File: config.mk
export PLATFORM = sky130hd
export DESIGN_NAME = mem_arbiter
export DESIGN_NICKNAME = d
export VERILOG_FILES = /design/src/rtl/mem_arbiter.sv
export SDC_FILE = /design/constraint.sdc
export NUM_CORES = 1
export LEC_CHECK = 0
export ABC_AREA = 0
export BUFFER_PORTS_ARGS = -buffer_cell sky130_fd_sc_hd__buf_4
export CORE_AREA = 2 2 143 145
export CTS_BUF_LIST = sky130_fd_sc_hd__clkbuf_8
export DETAILED_ROUTE_END_ITERATION = 8
export DIE_AREA = 0 0 145 147
export PLACE_DENSITY = 0.7
export SETUP_SLACK_MARGIN = 0.2
export SYNTH_ARGS = -nofsm -noshare
export SYNTH_HDL_FRONTEND = slang
export SYNTH_SLANG_ARGS = --single-unit
File: constraint.sdc
create_clock -name clk_in -period 1.59 [get_ports clk_in]
set_input_delay 0.159 -clock clk_in [delete_from_list [all_inputs] [get_ports clk_in]]
set_output_delay 0.159 -clock clk_in [all_outputs]
set_load 0.02 [all_outputs]
File: src/rtl/mem_arbiter.sv
// Arbitrates the shared byte-serial memory controller between instruction fetch and the LSB.
// LSB-first priority with a starvation override for fetch; ROB flush cancels fetches and loads only.
module mem_arbiter #(
    parameter int STARVE_LIMIT = 4,
    parameter int CNT_W        = 3
) (
    input  logic        clk_in,
    input  logic        rst_n_in,
    input  logic        rdy_in,
    input  logic        rob_clear_up,
    input  logic        if_req,
    input  logic [31:0] if_pc,
    output logic        if_ack,
    output logic [31:0] if_inst,
    output logic [31:0] if_inst_addr,
    input  logic        lsb_req,
    input  logic        lsb_is_store,
    input  logic [2:0]  lsb_op,
    input  logic [31:0] lsb_addr,
    input  logic [31:0] lsb_wdata,
    output logic        lsb_ack,
    output logic [31:0] lsb_rdata,
    output logic        mc_fetch_start,
    output logic [31:0] mc_pc,
    output logic        mc_lsb_start,
    output logic        mc_is_store,
    output logic [2:0]  mc_op,
    output logic [31:0] mc_addr,
    output logic [31:0] mc_wdata,
    input  logic        mc_fetch_done,
    input  logic [31:0] mc_inst,
    input  logic        mc_lsb_done,
    input  logic [31:0] mc_rdata
);

    typedef enum logic [1:0] {IDLE, BUSY_F, BUSY_L, RESP} state_t;

    localparam logic [CNT_W-1:0] LIMIT = CNT_W'(STARVE_LIMIT);

    state_t           state, state_nxt;
    logic [CNT_W-1:0] starve_cnt, starve_nxt;
    logic             grant_f, grant_l;
    logic             fetch_done, lsb_done;
    logic             if_ack_q, lsb_ack_q;

    always_comb begin
        state_nxt  = state;
        starve_nxt = starve_cnt;
        grant_f    = 1'b0;
        grant_l    = 1'b0;
        fetch_done = 1'b0;
        lsb_done   = 1'b0;
        case (state)
            IDLE: begin
                if (!rob_clear_up) begin
                    if (if_req && (!lsb_req || starve_cnt == LIMIT)) begin
                        grant_f = 1'b1;
                    end else if (lsb_req) begin
                        grant_l = 1'b1;
                    end
                end
                if (grant_f) begin
                    state_nxt  = BUSY_F;
                    starve_nxt = '0;
                end else if (grant_l) begin
                    state_nxt = BUSY_L;
                    if (!if_req) begin
                        starve_nxt = '0;
                    end else if (starve_cnt != LIMIT) begin
                        starve_nxt = starve_cnt + CNT_W'(1);
                    end
                end
            end
            BUSY_F: begin
                if (rob_clear_up) begin
                    state_nxt = IDLE;
                end else if (mc_fetch_done) begin
                    fetch_done = 1'b1;
                    state_nxt  = RESP;
                end
            end
            BUSY_L: begin
                // An in-flight store cannot be retracted, so the flush only squashes loads.
                if (rob_clear_up && !mc_is_store) begin
                    state_nxt = IDLE;
                end else if (mc_lsb_done) begin
                    lsb_done  = 1'b1;
                    state_nxt = RESP;
                end
            end
            RESP: begin
                state_nxt = IDLE;
            end
            default: begin
                state_nxt = IDLE;
            end
        endcase
        if (rob_clear_up) begin
            starve_nxt = '0;
        end
    end

    always_ff @(posedge clk_in) begin
        if (!rst_n_in) begin
            state        <= IDLE;
            starve_cnt   <= '0;
            mc_pc        <= '0;
            mc_is_store  <= 1'b0;
            mc_op        <= '0;
            mc_addr      <= '0;
            mc_wdata     <= '0;
            if_inst      <= '0;
            if_inst_addr <= '0;
            lsb_rdata    <= '0;
            if_ack_q     <= 1'b0;
            lsb_ack_q    <= 1'b0;
        end else if (rdy_in) begin
            state      <= state_nxt;
            starve_cnt <= starve_nxt;
            if_ack_q   <= fetch_done;
            lsb_ack_q  <= lsb_done;
            if (grant_f) begin
                mc_pc <= if_pc;
            end
            if (grant_l) begin
                mc_is_store <= lsb_is_store;
                mc_op       <= lsb_op;
                mc_addr     <= lsb_addr;
                mc_wdata    <= lsb_wdata;
            end
            if (fetch_done) begin
                if_inst      <= mc_inst;
                if_inst_addr <= mc_pc;
            end
            if (lsb_done) begin
                lsb_rdata <= mc_is_store ? 32'h0 : mc_rdata;
            end
        end
    end

    // A flush landing in the ack cycle still squashes fetch/load results; mc_is_store
    // is stable through RESP because no new grant happens before IDLE.
    assign if_ack         = if_ack_q & ~rob_clear_up;
    assign lsb_ack        = lsb_ack_q & ~(rob_clear_up & ~mc_is_store);
    assign mc_fetch_start = (state == BUSY_F);
    assign mc_lsb_start   = (state == BUSY_L);

endmodule

Word-level counts from Yosys, hierarchy flattened
Cells that the tools add are included.
- register bits after elaboration: 203
- output and inout port bits: 200
- input port bits: 172
- mux-type cells: 29
- bitwise gates (word level): 6
- reductions and logical operators: 14
- eq/ne operators: 9
- add/subtract/negate cells: 1
- operators with widths (cell ; count):
    32-bit 2-to-1 mux ; 1
    3-bit 2-to-1 mux ; 6
    1-bit 2-to-1 mux ; 15
    2-bit 2-to-1 mux ; 6
    2-bit case mux with 4 select lines ; 1
    2-bit AND reduction ; 4
    4-bit AND reduction ; 2
    3-bit != test (second input constant) ; 2
    2-bit == test (second input constant) ; 2
    4-bit by 2-bit != test with 1-bit output (second input constant) ; 1
    3-bit by 1-bit adder with 3-bit output (second input constant) ; 1
    1-bit bitwise AND ; 3
    3-bit == test (second input constant) ; 1
    3-bit by 1-bit != test with 1-bit output (second input constant) ; 1
    3-bit by 2-bit != test with 1-bit output (second input constant) ; 1
    1-bit NOT ; 3
    3-bit nonzero test ; 1
    2-bit by 1-bit == test with 1-bit output (second input constant) ; 1
    1-bit logical AND ; 2
    1-bit zero test ; 2
    2-bit zero test ; 1
    2-bit nonzero test ; 1
    1-bit logical OR ; 1

Depth between registers and ports, before layout
Gate-level depths: netlist of run 1.
- word-level depth: 10
- mapped depth: 9

Least setup slack after synthesis of run 1
No wires, ideal clock.
- kind: register -> register
- start: reg starve_cnt[0]
- end: reg mc_pc[10]
- library setup time: 70 ps
- setup slack: 48 ps
- arrival: 1471 ps
- required time: 1520 ps
- stages on the path, launching flop included: 8
- period minus slack after synthesis: 1542 ps
- path through: dfxtp_1 -> inv_1 -> ha_1 -> a21bo_2 -> nand4_1 -> clkbuf_1 -> nand2_1 -> a21oi_1
- longest elaborated chain between the ends: 8
- ends and longest elaborated chain (item ; RTL line ; text):
    from (decl) ; 41 ; logic [CNT_W-1:0] starve_cnt, starve_nxt;
    from (signal assigned) ; 119 ; starve_cnt <= starve_nxt;
    3-bit == test ; 56 ; if (if_req && (!lsb_req || starve_cnt == LIMIT)) begin
    1-bit logical OR ; 56 ;
    1-bit logical AND ; 56 ;
    1-bit 2-to-1 mux ; 56 ;
    1-bit 2-to-1 mux ; 55 ; if (!rob_clear_up) begin
    1-bit 2-to-1 mux (2 in a row) ; 53 ; case (state)
    2-bit AND reduction (no source line) ; - ;
    to (signal assigned) ; 123 ; mc_pc <= if_pc;
    to (decl) ; 24 ; output logic [31:0] mc_pc,
Every way passes these cells. The select of a mux whose other input is x is not followed.
A chain may end at the register's enable or synchronous reset.

Worst setup path in the final report of run 1
- start: reg starve_cnt[0]
- end: reg mc_wdata[2]
- longest elaborated chain between the ends: 8
- ends and longest elaborated chain (item ; RTL line ; text):
    3-bit == test ; 56 ;
    1-bit logical OR ; 56 ;
    1-bit logical AND ; 56 ;
    1-bit 2-to-1 mux ; 56 ;
    1-bit 2-to-1 mux ; 55 ;
    1-bit 2-to-1 mux (2 in a row) ; 53 ;
    2-bit AND reduction (no source line) ; - ;
    to (signal assigned) ; 129 ; mc_wdata <= lsb_wdata;
    to (decl) ; 29 ; output logic [31:0] mc_wdata,
Every way passes these cells. The select of a mux whose other input is x is not followed.

==> flow_summary.ini, run 1 <==
[logic_synthesis]
syn-cell-area_mm2 = 0.00742
synth_seq_area_share_pct = 54.8
ys_types = 39
ys_warn_count = 0
synth_area_per_cell_um2 = 8.02
ys_ff_latch = 203
synth_cells = 925
syn_nets = 1099

[grt]
grt_pass1_vias = 8785
grt_max_degree = 45
grt-ovfl-total = 0
grt_pass1_wl_um = 45700
grt_usage_pct = 26.5
antenna_found_initial = 0

[timing]
finClkSkew_ns = 0.0105
relSlewSlack_pct = 71.5
fin_crit_sh_pct = 99.8
finalMaxSlewViolations = 0
max_freq_mhz = 630
whs_ns = 0.0466
layout_setup_ws_ns = 0.00346
fin_crit_ns = 1.59
rsz0062_at_grt = yes
worstMarginPinSlew_ns = 0.427
setup-violations-final = 0
hold_viol = 0

[die]
ioPinCount = 372
die_height_um = 147
rows = 52
die_w_um = 145
core_mm2 = 0.0198
die_area_mm2 = 0.0213
initial_core_util_pct = 37.4

[power]
p_leak_nw = 6.40
p_switching_mw = 3.15
power_frac_comb_pct = 15.9
internal-power_mw = 8.72
p_seq_share_pct = 44.4
power_density_mw_per_mm2 = 786
vdd_drop_max_mv = 0.688
clock_power_share_pct = 39.8
switching_share_pct = 26.5

[place]
placed_cells = 1513
place_hpwl_um = 16400
place_area_mm2 = 0.0105
place.gp.congestion = 0.822
post-place-ws_ns = 0.124
port_buffers = 371

[setup_path]
worstSetupPathType = reg -> reg
cp_data_arrival_time_ns = 2.02
startpoint_type = register
cp-end-kind = register
path_max_fanout = 6
crit_required_ns = 2.03

[detailed_routing]
via_per_inst = 5.13
finalWirelength_um = 36400
firstDrtPassIters = 5
drt_iter0_markers = 490
postRouteAntennaNets = 0
routedWlPerCell_um = 20.2
drc_errors = 0
dr_total_vias = 9242

[final_layout]
fillers = 1215
antennaDiodeCount = 0
synthToLayoutAreaGrowth_pct = 103
final_nets = 1681
drive_above_1_share_pct = 47.9
layoutNonFillerInstCount = 1802
finalInstanceArea_mm2 = 0.0151

[clock_tree]
cts_made_buffers = 35
ctsHtreeMaxLevel = 2
path_clk_slew_ns = 0.07
cts_buffer_depth = 3
clock-root-buffer = clkbuf_8
clk_latency_ns = 0.51
cts_tree = done
clock-sinks = 203

[hold_path]
hp-class = in -> reg

[flow_run]
drv_cap = 0

[outcome]
status = completed
## state kept, by name (all words and copies together) (netlist names)
register and flops:
if_ack_q 1, if_inst 32, if_inst_addr 32, lsb_ack_q 1
lsb_rdata 32, mc_addr 32, mc_is_store 1, mc_op 3
mc_pc 32, mc_wdata 32, starve_cnt 3, state 2
## placed cells by master, fill, tap and decap left out, types with 8 or more instances in the layout
cell           count
a21oi_1           91
a21oi_2          109
buf_12            20
buf_16            10
buf_4            381
buf_6             13
buf_8              8
clkbuf_16         18
clkbuf_8          41
dfxtp_1          198
dlygate4sd3_1    166
inv_1             15
nand2_1          264
nand2_2           36
nand2_4           65
nand3b_1          32
## cell families after synthesis
logic type                 Yosys count  synth area share (%)
and+or+nand+nor                    428                  24.6
buffers and inverters               76                  5.12
adders and majority gates            2                 0.337
AOI/OAI and AO/OA                  216                  15.2
DFF                                203                  54.8
## worst max-delay path, cell delays in order, from the launching register on
cell and delay [ns]:
dfxtp_2 0.34, inv_2 0.04, ha_4 0.16, nand3_2 0.07
and4_4 0.22, buf_6 0.12, buf_12 0.13, buf_16 0.14
nand2_2 0.09, a21oi_2 0.20
## layout make-up
type | instances | area, um2 | share of cell area, %
Timing Repair Buffer | 617 | 5950 | 39.4
Tap cell | 270 | 338 | 2.24
Inverter | 4 | 20.0 | 0.133
Clock inverter | 21 | 119 | 0.787
Clock buffer | 41 | 564 | 3.74
Sequential cell | 203 | 4080 | 27.0
Multi-Input combinational cell | 646 | 4030 | 26.7
## metrics by stage
stage	power, mW	setup TNS, ns	utilization (%)
after floorplan	5.83	0	-
after global placement	6.42	0	53.0
after detailed placement	6.43	0	53.0
after CTS	11.6	0	67.8
after global routing	12.2	-0.0125	76.1
final	11.9	0	76.1
## routing by layer
metal  part of all wire [%]  wire [um]  GRT usage [%]  up-vias
met5                      0          0              0        -
met4                    5.5       2010           14.7        0
met3                    7.7       2820           7.58      150
met2                     51      18600           44.8      482
met1                     36      13000           30.3     4390
li1                       -          -              -     4220
## cells in the mapped netlist, drive strengths merged
cell type	instances	area share, %
inv	4	0.20
o211ai	1	0.10
nand3	6	0.40
or4b	1	0.13
dfxtp	203	55
nand2b	3	0.35
and2b	3	0.34
nor3	4	0.34
o21ai	5	0.34
nand3b	32	3.2
buf	39	3.3
a22oi	1	0.10
o221a	1	0.15
nand2	365	18
nand4	2	0.17
a211oi	1	0.10
ha	2	0.34
o311ai	1	0.22
o2111ai	1	0.12
a31o	1	0.12
a21oi	201	14
o21a	1	0.10
or2	1	0.084
and3	1	0.084
clkbuf	33	1.7
a21bo	1	0.13
or3	2	0.17
a32o	1	0.13
nor2	3	0.25
nor2b	3	0.35
and4	2	0.24
## power groups by stage
stage	Sequential (mW)	Clock [mW]	Combinational, mW
5_1_grt	5.27	5.01	1.96
6_report	5.26	4.72	1.88
3_3_place_gp	5.35	0	1.06
3_5_place_dp	5.36	0	1.07
4_1_cts	5.25	4.74	1.57
2_1_floorplan	5.46	0	0.369
## repair_timing
item / 4_1_cts / 5_1_grt
hold buffers: 166 / 0
endpoints found under the setup margin: 174 / 203
cloned: 11 / 25
hold endpoints to repair: 170 / 0
setup buffers: 15 / 10
resized for setup: 51 / 277
pin swaps: 14 / 227
## path summary, 6_finish.rpt
path | cells past startpoint | start | end | slack (ns)
worst max-delay path | 9 | starve_cnt[0] | mc_wdata[2] | 0.003
worst min-delay path | 4 | if_req | starve_cnt[2] | 0.05
worst max register to register | 9 | starve_cnt[0] | mc_wdata[2] | 0.003
worst min register to register | 2 | if_inst_addr[10] | if_inst_addr[10] | 0.45
Power figures use the tool's default switching activity.
==> run 2: changes to the inputs <==
--- a/config.mk
+++ b/config.mk
@@ -11,7 +11,9 @@
 export CTS_BUF_LIST = sky130_fd_sc_hd__clkbuf_8
 export DETAILED_ROUTE_END_ITERATION = 8
 export DIE_AREA = 0 0 145 147
+export MAX_ROUTING_LAYER = met4
 export PLACE_DENSITY = 0.7
+export REMOVE_ABC_BUFFERS = 1
 export SETUP_SLACK_MARGIN = 0.2
 export SYNTH_ARGS = -nofsm -noshare
 export SYNTH_HDL_FRONTEND = slang
==> flow_summary.ini, run 2 (synthesized netlist as in run 1, its figures left out) <==
[die]
die_w_um = 145
die_height_um = 147
initial_core_util_pct = 37.4
rows = 52
die_area_mm2 = 0.0213
core_mm2 = 0.0198
ioPinCount = 372

[power]
internal-power_mw = 8.41
p_leak_nw = 6.09
clock_power_share_pct = 38.2
vdd_drop_max_mv = 0.634
total_power_mw = 11.4
p_seq_share_pct = 46.2
p_switching_mw = 2.97
power_frac_comb_pct = 15.5
switching_share_pct = 26.1
power_density_mw_per_mm2 = 799

[timing]
rsz0062_at_grt = yes
fin_crit_ns = 1.53
hold_viol = 0
max_freq_mhz = 655
worstMarginPinSlew_ns = 0.327
finClkSkew_ns = 0.0215
relSlewSlack_pct = 78.2
finalMaxSlewViolations = 0
fin_crit_sh_pct = 96.0
setup-violations-final = 0

[place]
port_buffers = 371
place_area_mm2 = 0.0106
place_hpwl_um = 16400
place.gp.congestion = 0.839

[grt]
grt_max_degree = 57
grt_pass1_vias = 8355
grt_usage_pct = 25.8
antenna_found_initial = 2
grt_pass1_wl_um = 43600
grt-ovfl-total = 0

[setup_path]
cp_slowest_cell = dfxtp_4
startpoint_type = register
crit_required_ns = 2.01
crit_chain = and2b_2, buf_4, nand3_4, buf_12, nand2_1, a21oi_1
cp_top_family = simple AND/OR/NAND/NOR gates
cp-end-kind = register
crit_buf_inv = 2
cp_data_arrival_time_ns = 1.94
worstSetupPathType = reg -> reg
path_max_fanout = 23
slowest_delay_ns = 0.39

[clock_tree]
path_clk_slew_ns = 0.07
cts_buffer_depth = 3
clock-root-buffer = clkbuf_8
clk_latency_ns = 0.51
ctsHtreeMaxLevel = 2
cts_made_buffers = 35
cts_tree = done
clock-sinks = 203

[detailed_routing]
firstDrtPassIters = 5
finalWirelength_um = 33600
dr_total_vias = 9005
drt_iter0_markers = 408
postRouteAntennaNets = 0
routedWlPerCell_um = 18.9
via_per_inst = 5.06
drc_errors = 0

[final_layout]
finalInstanceArea_mm2 = 0.0142
synthToLayoutAreaGrowth_pct = 91.8
final_nets = 1666
drive_above_1_share_pct = 41.4
layout_common_cells = buf_4 (386), nand2_1 (301), dfxtp_1 (198)
finish.utilization_pct = 71.7
final_common_cell = buf_4

[flow_run]
drv_cap = 0

[outcome]
status = completed

[hold_path]
hp-class = in -> reg
run 2: changes by cell type in the layout (fill, tap and decap cells not counted), moves of 2 or more:
cell        previous run  this run
nand2_2               36        25
nand2_4               65        39
buf_4                381       386
buf_16                10         5
a21oi_1               91       146
clkbuf_16             18        15
a21oi_2              109        55
buf_12                20        17
buf_8                  8         0
nand2_1              264       301
inv_1                 15        10
clkinvlp_4             3         0
diode_2                0         2
run 2: worst paths after layout:
path                 startpoint       endpoint  slack (ns)  cells after the start
hold / removal      mc_lsb_done       state[1]        0.06                      4
setup reg to reg       state[1]    if_inst[10]        0.06                      6
setup / recovery       state[1]    if_inst[10]        0.06                      6
hold reg to reg   lsb_rdata[10]  lsb_rdata[10]        0.45                      2
run 2: timing repair:
item,4_1_cts,5_1_grt
resized for setup,34,176
pin swaps,6,89
buffers inserted,9,4
hold buffers,166,0
gates cloned,6,20
endpoints found under the hold margin,170,0
endpoints found under the setup margin,204,196
run 2: stage by stage:
stage	hold slack [ns]	instances	TNS, ns	setup slack, ns
after global placement	0.404	1520	0	0.108
after global routing	0.0707	1779	0	0.0107
after CTS	0.0237	1753	0	0.132
final	0.0636	1779	0	0.0633
after detailed placement	0.414	1520	0	0.0422
after floorplan	0.295	853	-165.15	-1.15
run 2: metal layers:
metal / routed length (um) / vias up / GRT usage (%)
li1: - / 4172 / -
met1: 12100 / 4232 / 29.0
met2: 17400 / 499 / 45.3
met3: 2720 / 102 / 6.24
met4: 1330 / 0 / 8.56
met5: 0 / - / -
run 2: power by group through the flow:
stage | Sequential, mW | Clock [mW] | Combinational (mW)
6_report | 5.26 | 4.35 | 1.77
5_1_grt | 5.27 | 4.64 | 1.85
4_1_cts | 5.25 | 4.35 | 1.50
3_5_place_dp | 5.36 | 0 | 1.07
3_3_place_gp | 5.36 | 0 | 1.07
2_1_floorplan | 5.47 | 0 | 0.289
run 2: layout make-up:
type                       count  area [um2]
clock buffer                  40         551
multi-input combinational    646        3620
fill                        1303        5610
tap                          270         338
sequential                   203        4080
timing repair buffer         602        5580
antenna                        2        5.00
inverter                       4        20.0
clock inverter                12        47.5
run 2: tightest hold or removal path, delay by kind of cell:
family / cells / cell delay, ns
simple gates: 1 / 0.09
compound gates: 2 / 0.19
buf+inv: 1 / 0.10
